File: config.mk
export PLATFORM = sky130hd
export DESIGN_NAME = mc_control_unit
export DESIGN_NICKNAME = d
export VERILOG_FILES = /design/src/rtl/ctrl_pkg.sv /design/src/rtl/alu_func_decode.sv /design/src/rtl/mc_control_unit.sv
export SDC_FILE = /design/constraint.sdc
export NUM_CORES = 1
export LEC_CHECK = 0
export CAP_MARGIN = 20
export CORE_MARGIN = 2
export CORE_UTILIZATION = 46
export CTS_BUF_LIST = sky130_fd_sc_hd__clkbuf_8
export DETAILED_ROUTE_END_ITERATION = 8
export PLACE_DENSITY = 0.87
export SLEW_MARGIN = 20
export SYNTH_ARGS = -nofsm -noshare
export SYNTH_HDL_FRONTEND = slang
export SYNTH_SLANG_ARGS = --single-unit
File: constraint.sdc
create_clock -name clk -period 2.85 [get_ports clk]
set_input_delay 0.57 -clock clk [delete_from_list [all_inputs] [get_ports clk]]
set_output_delay 0.57 -clock clk [all_outputs]
set_load 0.02 [all_outputs]
File: src/rtl/ctrl_pkg.sv
// Shared encodings for the multi-cycle MIPS control unit: opcodes, ALU func codes,
// instruction classes and FSM states (TRAP exists only with CTRL_ILLEGAL_TRAP_EN).
package ctrl_pkg;

  localparam logic [5:0] OP_RTYPE = 6'b000000;
  localparam logic [5:0] OP_J     = 6'b000010;
  localparam logic [5:0] OP_BEQ   = 6'b000100;
  localparam logic [5:0] OP_BNE   = 6'b000101;
  localparam logic [5:0] OP_BLEZ  = 6'b000110;
  localparam logic [5:0] OP_BGTZ  = 6'b000111;
  localparam logic [5:0] OP_ADDI  = 6'b001000;
  localparam logic [5:0] OP_ADDIU = 6'b001001;
  localparam logic [5:0] OP_SLTI  = 6'b001010;
  localparam logic [5:0] OP_SLTIU = 6'b001011;
  localparam logic [5:0] OP_ANDI  = 6'b001100;
  localparam logic [5:0] OP_ORI   = 6'b001101;
  localparam logic [5:0] OP_XORI  = 6'b001110;
  localparam logic [5:0] OP_LW    = 6'b100011;
  localparam logic [5:0] OP_SW    = 6'b101011;

  localparam logic [5:0] FN_ADD   = 6'b100000;
  localparam logic [5:0] FN_ADDU  = 6'b100001;
  localparam logic [5:0] FN_SUB   = 6'b100010;
  localparam logic [5:0] FN_AND   = 6'b100100;
  localparam logic [5:0] FN_OR    = 6'b100101;
  localparam logic [5:0] FN_XOR   = 6'b100110;
  localparam logic [5:0] FN_SLT   = 6'b101010;
  localparam logic [5:0] FN_SLTU  = 6'b101011;
  localparam logic [5:0] FN_BLEZ  = 6'b110110;
  localparam logic [5:0] FN_BGTZ  = 6'b110010;

  typedef enum logic [2:0] {
    CLS_NONE,
    CLS_R,
    CLS_I,
    CLS_MEM,
    CLS_BR,
    CLS_J
  } op_class_t;

  typedef enum logic [3:0] {
    S_FETCH,
    S_DECODE,
    S_EXEC_R,
    S_EXEC_I,
    S_WB_ALU,
    S_MEM_ADDR,
    S_MEM_RD,
    S_WB_MEM,
    S_MEM_WR,
    S_BRANCH,
    S_JUMP
`ifdef CTRL_ILLEGAL_TRAP_EN
    , S_TRAP
`endif
  } state_t;

  // R-type functs the datapath ALU implements (shifts, add/sub, logic, set-less-than).
  function automatic logic r_funct_legal(input logic [5:0] fn);
    case (fn)
      6'b000000, 6'b000010, 6'b000011, 6'b000100, 6'b000110, 6'b000111,
      FN_ADD, FN_ADDU, FN_SUB, 6'b100011, FN_AND, FN_OR, FN_XOR, 6'b100111,
      FN_SLT, FN_SLTU: return 1'b1;
      default:         return 1'b0;
    endcase
  endfunction

endpackage

File: src/rtl/alu_func_decode.sv
// Combinational opcode/funct decode to ALU func code, operand-B select, immediate
// extension mode, legality and instruction class.
module alu_func_decode
  import ctrl_pkg::*;
(
  input  logic [5:0] opcode,
  input  logic [5:0] funct,
  output logic [5:0] alu_func,
  output logic       alu_src_b,
  output logic       zero_ext,
  output logic       legal,
  output op_class_t  op_class
);

  always_comb begin
    alu_func  = FN_ADDU;
    alu_src_b = 1'b0;
    zero_ext  = 1'b0;
    legal     = 1'b1;
    op_class  = CLS_NONE;
    case (opcode)
      OP_RTYPE: begin
        alu_func = funct;
        legal    = r_funct_legal(funct);
        op_class = legal ? CLS_R : CLS_NONE;
      end
      OP_ADDI:  begin alu_func = FN_ADD;  alu_src_b = 1'b1; op_class = CLS_I; end
      OP_ADDIU: begin alu_func = FN_ADDU; alu_src_b = 1'b1; op_class = CLS_I; end
      OP_SLTI:  begin alu_func = FN_SLT;  alu_src_b = 1'b1; op_class = CLS_I; end
      OP_SLTIU: begin alu_func = FN_SLTU; alu_src_b = 1'b1; op_class = CLS_I; end
      OP_ANDI: begin
        alu_func = FN_AND; alu_src_b = 1'b1; zero_ext = 1'b1; op_class = CLS_I;
      end
      OP_ORI: begin
        alu_func = FN_OR;  alu_src_b = 1'b1; zero_ext = 1'b1; op_class = CLS_I;
      end
      OP_XORI: begin
        alu_func = FN_XOR; alu_src_b = 1'b1; zero_ext = 1'b1; op_class = CLS_I;
      end
      OP_LW, OP_SW: begin alu_func = FN_ADDU; alu_src_b = 1'b1; op_class = CLS_MEM; end
      OP_BEQ, OP_BNE: begin alu_func = FN_SUB; op_class = CLS_BR; end
      OP_BLEZ:  begin alu_func = FN_BLEZ; op_class = CLS_BR; end
      OP_BGTZ:  begin alu_func = FN_BGTZ; op_class = CLS_BR; end
      OP_J:     op_class = CLS_J;
      default:  legal = 1'b0;
    endcase
  end

endmodule

File: src/rtl/mc_control_unit.sv
// Multi-cycle MIPS control FSM driving ALU func and datapath strobes.
// Optional feature macro: CTRL_ILLEGAL_TRAP_EN (undecodable instruction -> TRAP).
//
// state     | meaning
// ----------+-----------------------------------------------------------
// FETCH     | read instruction; on mem_ready latch IR and PC+4
// DECODE    | route by opcode class
// EXEC_R    | R-type ALU op, operand B = rt
// EXEC_I    | immediate ALU op, operand B = extended immediate
// WB_ALU    | write ALU result (rd for R-type, rt for immediate)
// MEM_ADDR  | effective address = rs + sign-extended offset
// MEM_RD    | load request held until mem_ready or timeout
// WB_MEM    | write load data to rt
// MEM_WR    | store request held until mem_ready or timeout
// BRANCH    | compare via ALU, take branch from z_flag
// JUMP      | PC <- jump target
// TRAP      | illegal instruction, frozen until reset (trap build only)
module mc_control_unit
  import ctrl_pkg::*;
#(
  parameter int MEM_WAIT_MAX = 15,
  parameter int CNT_W        = 4
) (
  input  logic        clk,
  input  logic        reset,
  input  logic [31:0] instr,
  input  logic        z_flag,
  input  logic        mem_ready,
  output logic [5:0]  alu_func,
  output logic        alu_src_b,
  output logic        reg_dst,
  output logic        reg_write,
  output logic        mem_to_reg,
  output logic        mem_read,
  output logic        mem_write,
  output logic        ir_write,
  output logic        pc_write,
  output logic [1:0]  pc_src,
  output logic        mem_timeout,
  output logic        illegal
);

  state_t           state, state_next;
  logic [CNT_W-1:0] wait_cnt;
  logic [5:0]       dec_func;
  logic             dec_src_b, dec_zero_ext, dec_legal;
  op_class_t        op_class;
  logic             mem_state, stall, limit, branch_taken;
  logic             unused_bits;

  alu_func_decode u_dec (
    .opcode    (instr[31:26]),
    .funct     (instr[5:0]),
    .alu_func  (dec_func),
    .alu_src_b (dec_src_b),
    .zero_ext  (dec_zero_ext),
    .legal     (dec_legal),
    .op_class  (op_class)
  );

  // Immediate extension and register fields are handled in the datapath.
  assign unused_bits = ^{instr[25:6], dec_zero_ext};

  assign mem_state    = (state == S_FETCH) || (state == S_MEM_RD) || (state == S_MEM_WR);
  assign stall        = mem_state && !mem_ready;
  assign limit        = stall && (wait_cnt == CNT_W'(MEM_WAIT_MAX - 1));
  assign branch_taken = (instr[31:26] == OP_BNE) ? !z_flag : z_flag;

  always_ff @(posedge clk) begin
    if (reset) state <= S_FETCH;
    else       state <= state_next;
  end

  always_ff @(posedge clk) begin
    if (reset || state_next != state || limit) wait_cnt <= '0;
    else if (stall)                            wait_cnt <= wait_cnt + CNT_W'(1);
  end

  always_ff @(posedge clk) begin
    if (reset)      mem_timeout <= 1'b0;
    else if (limit) mem_timeout <= 1'b1;
  end

`ifdef CTRL_ILLEGAL_TRAP_EN
  assign illegal = (state == S_TRAP);
`else
  assign illegal = 1'b0;
`endif

  // Reset masks the decoded strobes so an access in flight is dropped immediately.
  always_comb begin
    state_next = state;
    alu_func   = FN_ADDU;
    alu_src_b  = 1'b0;
    reg_dst    = 1'b0;
    reg_write  = 1'b0;
    mem_to_reg = 1'b0;
    mem_read   = 1'b0;
    mem_write  = 1'b0;
    ir_write   = 1'b0;
    pc_write   = 1'b0;
    pc_src     = 2'b00;
    if (reset) begin
      state_next = S_FETCH;
    end else begin
      case (state)
        S_FETCH: begin
          mem_read = 1'b1;
          if (mem_ready) begin
            ir_write   = 1'b1;
            pc_write   = 1'b1;
            state_next = S_DECODE;
          end
        end
        S_DECODE: begin
          if (!dec_legal) begin
`ifdef CTRL_ILLEGAL_TRAP_EN
            state_next = S_TRAP;
`else
            state_next = S_FETCH;
`endif
          end else begin
            case (op_class)
              CLS_R:   state_next = S_EXEC_R;
              CLS_I:   state_next = S_EXEC_I;
              CLS_MEM: state_next = S_MEM_ADDR;
              CLS_BR:  state_next = S_BRANCH;
              CLS_J:   state_next = S_JUMP;
              default: state_next = S_FETCH;
            endcase
          end
        end
        S_EXEC_R: begin
          alu_func   = dec_func;
          state_next = S_WB_ALU;
        end
        S_EXEC_I: begin
          alu_func   = dec_func;
          alu_src_b  = dec_src_b;
          state_next = S_WB_ALU;
        end
        S_WB_ALU: begin
          reg_write  = 1'b1;
          reg_dst    = (op_class == CLS_R);
          state_next = S_FETCH;
        end
        S_MEM_ADDR: begin
          alu_func   = dec_func;
          alu_src_b  = dec_src_b;
          state_next = (instr[31:26] == OP_SW) ? S_MEM_WR : S_MEM_RD;
        end
        S_MEM_RD: begin
          mem_read = 1'b1;
          if (mem_ready)  state_next = S_WB_MEM;
          else if (limit) state_next = S_FETCH;
        end
        S_WB_MEM: begin
          reg_write  = 1'b1;
          mem_to_reg = 1'b1;
          state_next = S_FETCH;
        end
        S_MEM_WR: begin
          mem_write = 1'b1;
          if (mem_ready || limit) state_next = S_FETCH;
        end
        S_BRANCH: begin
          alu_func = dec_func;
          if (branch_taken) begin
            pc_write = 1'b1;
            pc_src   = 2'b01;
          end
          state_next = S_FETCH;
        end
        S_JUMP: begin
          pc_write   = 1'b1;
          pc_src     = 2'b10;
          state_next = S_FETCH;
        end
`ifdef CTRL_ILLEGAL_TRAP_EN
        S_TRAP: state_next = S_TRAP;
`endif
        default: state_next = S_FETCH;
      endcase
    end
  end

endmodule

---- Word-level counts from Yosys, hierarchy flattened ----
Memories as Yosys holds them, arrays and structs flattened.
Cells that the tools add are included.
word-level totals
  output and inout port bits .............. 18
  input port bits ......................... 36
  memories ................................ 1
  logic and storage cells ................. 97
  bits in registers ....................... 9
  bits in read-only memories .............. 64
operators by class
  add/subtract/negate cells ............... 1
  muxes and demuxes ....................... 39
  eq/ne operators ......................... 31
  reductions and logical operators ........ 22
memories
  memory           words  width  rd ports  clocked after memory_dff  write ports  line            source
  (no name shown)  64     1      1         0                         0            ctrl_pkg.sv:60  case (fn)
operator list
  kind                                            count
  case mux 6 bit (10 select lines)                1
  == test 6 x 4 -> 1 bit (second input constant)  7
  2-to-1 mux 4 bit                                7
  == test 6 x 3 -> 1 bit (second input constant)  4
  case mux 4 bit (6 select lines)                 1
  2-to-1 mux 1 bit                                22
  case mux 4 bit (5 select lines)                 1
  == test 4 x 3 -> 1 bit (second input constant)  4
  == test 4 bit (second input constant)           4
  case mux 3 bit (5 select lines)                 1
  OR reduction 14 bit                             1
  == test 6 bit (second input constant)           2
  2-to-1 mux 6 bit                                2
  OR reduction 2 bit                              6
  OR reduction 9 bit                              1
  == test 4 x 2 -> 1 bit (second input constant)  2
  OR reduction 4 bit                              2
  OR reduction 7 bit                              1
  == test 3 x 2 -> 1 bit (second input constant)  2
  == test 3 bit (second input constant)           2
  == test 6 x 2 -> 1 bit (second input constant)  1
  logical NOT 6 bit                               1
  logical OR 1 bit                                5
  adder 4 x 1 -> 4 bit (second input constant)    1
  other kinds (10)                                12

---- Depth between registers and ports, before layout ----
Gate-level depths: netlist of the first run.
  depth in word-level cells ............... 12
  depth in mapped cells ................... 8
  gate-level depth less buffers ........... 8

---- Hierarchy ----
Synthesis of the first run repeated with hierarchy kept, for this count alone.
unflattened totals
  cell total of the unflattened synthesis .. 188
  area, all modules ....................... 1,348.8 um^2
modules (own cells, without submodules)
  module           instances  cells an instance  area an instance (um^2)  seq. area each (um^2)
  mc_control_unit  1          138                1,037.2                  180.2
  alu_func_decode  1          50                 311.5                    0.0

---- Worst setup path after synthesis of the first run ----
Ideal clock, no wire load.
  kind .................................... in2out
  start ................................... input port instr[26]
  end ..................................... output port reg_dst
  stages on the path ...................... 6
  required time ........................... 2.280 ns
  buffers on the path ..................... 1
  setup slack ............................. 0.203 ns
  arrival ................................. 2.077 ns
  cell sequence ........................... buf_4 -> nor4_2 -> nand2_1 -> a21oi_2 -> nor2_1 -> nor4_1
between the ends
  longest elaborated chain between the ends .. 6
  elaborated cells between the ends (all ways) .. 22
  those cells by class .................... eq/ne (15); mux (3); reduce/logical (4)
ends and longest elaborated chain
  item                                                        line                    source
  start: declaration                                          mc_control_unit.sv:26   input logic [31:0] instr,
  == test 6 x 4 -> 1 bit, or another cell as far along        alu_func_decode.sv:21   case (opcode)
  OR reduction 7 bit (no line), or another cell as far along  -
  case mux 3 bit (5 select lines) *                           alu_func_decode.sv:21
  == test 3 x 1 -> 1 bit *                                    mc_control_unit.sv:144  reg_dst = (op_class == CLS_R);
  2-to-1 mux 1 bit *                                          mc_control_unit.sv:106  case (state)
  2-to-1 mux 1 bit *                                          mc_control_unit.sv:103  if (reset) begin
  end: declaration                                            mc_control_unit.sv:31   output logic reg_dst,
Every way passes the cells marked *; elsewhere a longest branch is shown, timed or not.

---- Worst setup path in the final report of the first run ----
  start ................................... input port instr[31]
  end ..................................... output port alu_func[5]
between the ends
  longest elaborated chain between the ends .. 5
  elaborated cells between the ends (all ways) .. 15
  those cells by class .................... eq/ne (10); mux (3); reduce/logical (2)
ends and longest elaborated chain
  item                                line                    source
  == test 6 x 3 -> 1 bit              alu_func_decode.sv:21
  OR reduction 2 bit                  -
  case mux 6 bit (10 select lines) *  alu_func_decode.sv:21
  2-to-1 mux 6 bit *                  mc_control_unit.sv:106
  2-to-1 mux 6 bit *                  mc_control_unit.sv:103
  end: declaration                    mc_control_unit.sv:29   output logic [5:0] alu_func,
Marks and branches as above.

==> impl_metrics.py, run 1 <==
metrics = {
    "final_layout": {
        "layout-drive-gt1-share_pct": 31.1,
        "n_fill_cell": 195,
        "area_growth_pct": 49.6,
        "final_cell_area_um2": 1780,
        "fin_util_pct": 72.6,
        "multiInputGateArea_um2": 917,
        "final_common_cell": "buf_4",
        "diodes": 0,
        "fin_nets": 258,
        "final-seq-area_um2": 180,
        "final_cell_mix": "36 x buf_4, 21 x nor2_1, 17 x clkdlybuf4s50_1, 12 x nand2_1, 9 x dfxtp_1",
    },
    "floorplanning": {
        "dieArea_um2": 3010,
        "initial_core_util_pct": 48.5,
        "die_x_um": 54.9,
        "std_cell_rows": 18,
        "core_area_um2": 2450,
        "ios": 54,
        "die_y_um": 54.9,
    },
    "yosys": {
        "synthesis.area_um2": 1190,
        "yosys_most_used_dff": "dfxtp_1",
        "synthCells": 158,
        "ys_types": 59,
        "synth_top_area_share_pct": 15.1,
        "yosys_warnings": 0,
        "synth_nets": 196,
        "synth_area_per_cell_um2": 7.54,
        "seq_area_frac_synth_pct": 15.1,
        "synthArstFlopShare_pct": 0,
        "ys_top_cells_by_area": "dfxtp_1 15%, nor2_1 6.6%, nor3b_2 4.2%",
        "ys_seq_elements": 9,
        "synth_edf_count": 0,
        "synth_top_area_cell": "dfxtp_1",
    },
    "timing": {
        "min_period_ns": 2.79,
        "fmax_mhz": 359,
        "layout_setup_ws_ns": 0.0642,
        "fin_setup_tns_ns": 0,
        "finClkSkew_ns": 0.00145,
        "drv_slew": 0,
        "period_share_pct": 97.7,
        "hold_viol_final": 0,
        "finalSetupViolations": 0,
    },
    "routing": {
        "drc": 0,
        "finalWirelength_mm": 3.87,
        "viasPerCell": 5.96,
        "avgRoutedWirePerCell_um": 15.6,
        "drt_first_pass_iters": 4,
        "initialDrtViolationCount": 44,
        "dr_total_vias": 1484,
        "drt.antenna.violating_nets": 0,
    },
    "grt": {
        "grt_antenna_before_repair": 0,
        "first_global_vias": 1424,
        "grt_pass1_wl_mm": 6.03,
        "grt.overflow.total": 0,
        "grt_max_degree": 18,
        "gr-usage-all-layers_pct": 27.8,
    },
    "critical_path": {
        "endpoint_kind": "output pin",
        "critical_path_class": "in -> out",
        "startpoint_type": "input port",
        "path_max_fanout": 6,
        "cp.arrival_ns": 2.22,
        "required_ns": 2.28,
    },
    "placement": {
        "numPortBuffers": 32,
        "hpwl_mm": 2.96,
        "post-place-ws_ns": -0.410,
        "gp_congestion": 0.990,
        "place_area_um2": 1710,
    },
    "cts": {
        "cts.sinks": 9,
        "cts_made_buffers": 3,
        "cts.htree.levels": 1,
        "clk_latency_ns": 0.24,
        "clockBufferDepth": 2,
        "hold_buffers": 0,
        "tritoncts": "done",
        "clk_pin_slew_ns": 0.05,
        "cts-root-buf": "clkbuf_8",
    },
    "power": {
        "cellLeakagePower_nw": 0.775,
        "ir_worst_vdd_mv": 0.287,
        "power_density_nw_per_um2": 250,
    },
    "hold_path": {
        "hp-class": "reg -> reg",
    },
    "job": {
        "cap_violations": 0,
    },
    "outcome": {
        "status": "completed",
    },
}
## sequential cells by signal, summed over array words and instances, names as in the netlist
signal / cells
state: 4
wait_cnt: 4
mem_timeout: 1
## stage by stage
step                std cells  power, W  hold slack (ns)
floorplan                 158  0.000216            0.541
finish                    249  0.000446            0.473
global route              249  0.000464            0.496
global placement          243  0.000284            0.452
detailed placement        243  0.000292            0.466
CTS                       248  0.000442            0.477
## worst max-delay path: stages
cell             delay [ns]
clkdlybuf4s50_1        0.55
nor2_2                 0.28
buf_4                  0.18
nand4_1                0.09
clkdlybuf4s50_1        0.55
## worst paths after layout
path	cells past startpoint	from	slack [ns]	to
max	5	instr[31]	0.06	alu_func[5]
min	2	mem_timeout$_SDFFE_PP0P_	0.47	mem_timeout$_SDFFE_PP0P_
max reg2reg	7	state[3]$_SDFF_PP0_	0.80	wait_cnt[0]$_SDFFE_PP0P_
min reg2reg	2	mem_timeout$_SDFFE_PP0P_	0.47	mem_timeout$_SDFFE_PP0P_
## report_power, final
group | internal, W | switching [W] | total, W
logic | 0.0000802 | 0.0000853 | 0.000166
clock network | 0.0000942 | 0.0000549 | 0.000149
registers | 0.000129 | 0.00000231 | 0.000131
## Yosys cell counts, types with 2 or more instances
cell       number
buf_4           2
o211ai_1        3
buf_6           3
xor2_1          3
a21o_1          3
o2111ai_1       2
a21oi_1         6
o21ai_2         2
o21ai_1         2
dfxtp_1         9
o21ai_0         4
nand3_1         5
nand2_1        12
nand2b_1        6
xnor2_1         3
a21oi_2         3
inv_1           7
nor3_1          9
buf_2           3
nor2_1         21
ha_1            2
a31oi_1         2
nor3b_2         4
and3_1          2
nor4_1          3
a32oi_1         2
o21ba_2         2
o211a_1         2
## cell families after synthesis
group | Yosys count | synth area share, %
AND/OR/NAND/NOR | 74 | 35.9
AO/OA/AOI/OAI | 46 | 31.2
buffers and inverters | 20 | 10.9
flip-flops | 9 | 15.1
XOR/XNOR | 6 | 4.41
adder cells (fa/ha/maj) | 2 | 2.10
other | 1 | 0.315
## metal layers
metal  vias up  wire length [um]  GRT usage, %  part of all wire (%)
li1        701                 -             -                     -
met1       696              1480          30.1                    38
met2        73              2050          52.8                    53
met4         0                95          12.9                   2.5
met3        14               250          3.01                   6.5
met5         -                 0             0                     0
## what timing repair did
action	4_1_cts	5_1_grt
gates resized for setup	25	11
buffers inserted	1	1
endpoints found under the setup margin	12	8
pin swaps	2	3
## cell type report
cell class                 instances  area share, %
sequential                         9           10.1
inverter                           9           1.90
multi-input combinational        129           51.5
clock buffer                       3           2.32
tap                               30           2.11
clock inverter                     1          0.211
timing repair buffer              68           31.9
Power figures use the tool's default switching activity.
==> inputs of run 2 (changes only) <==
SLEW_MARGIN = 10   (was 20)
==> results of run 2 <==
The final DEF is identical to that of run 1; final timing and power are the same.
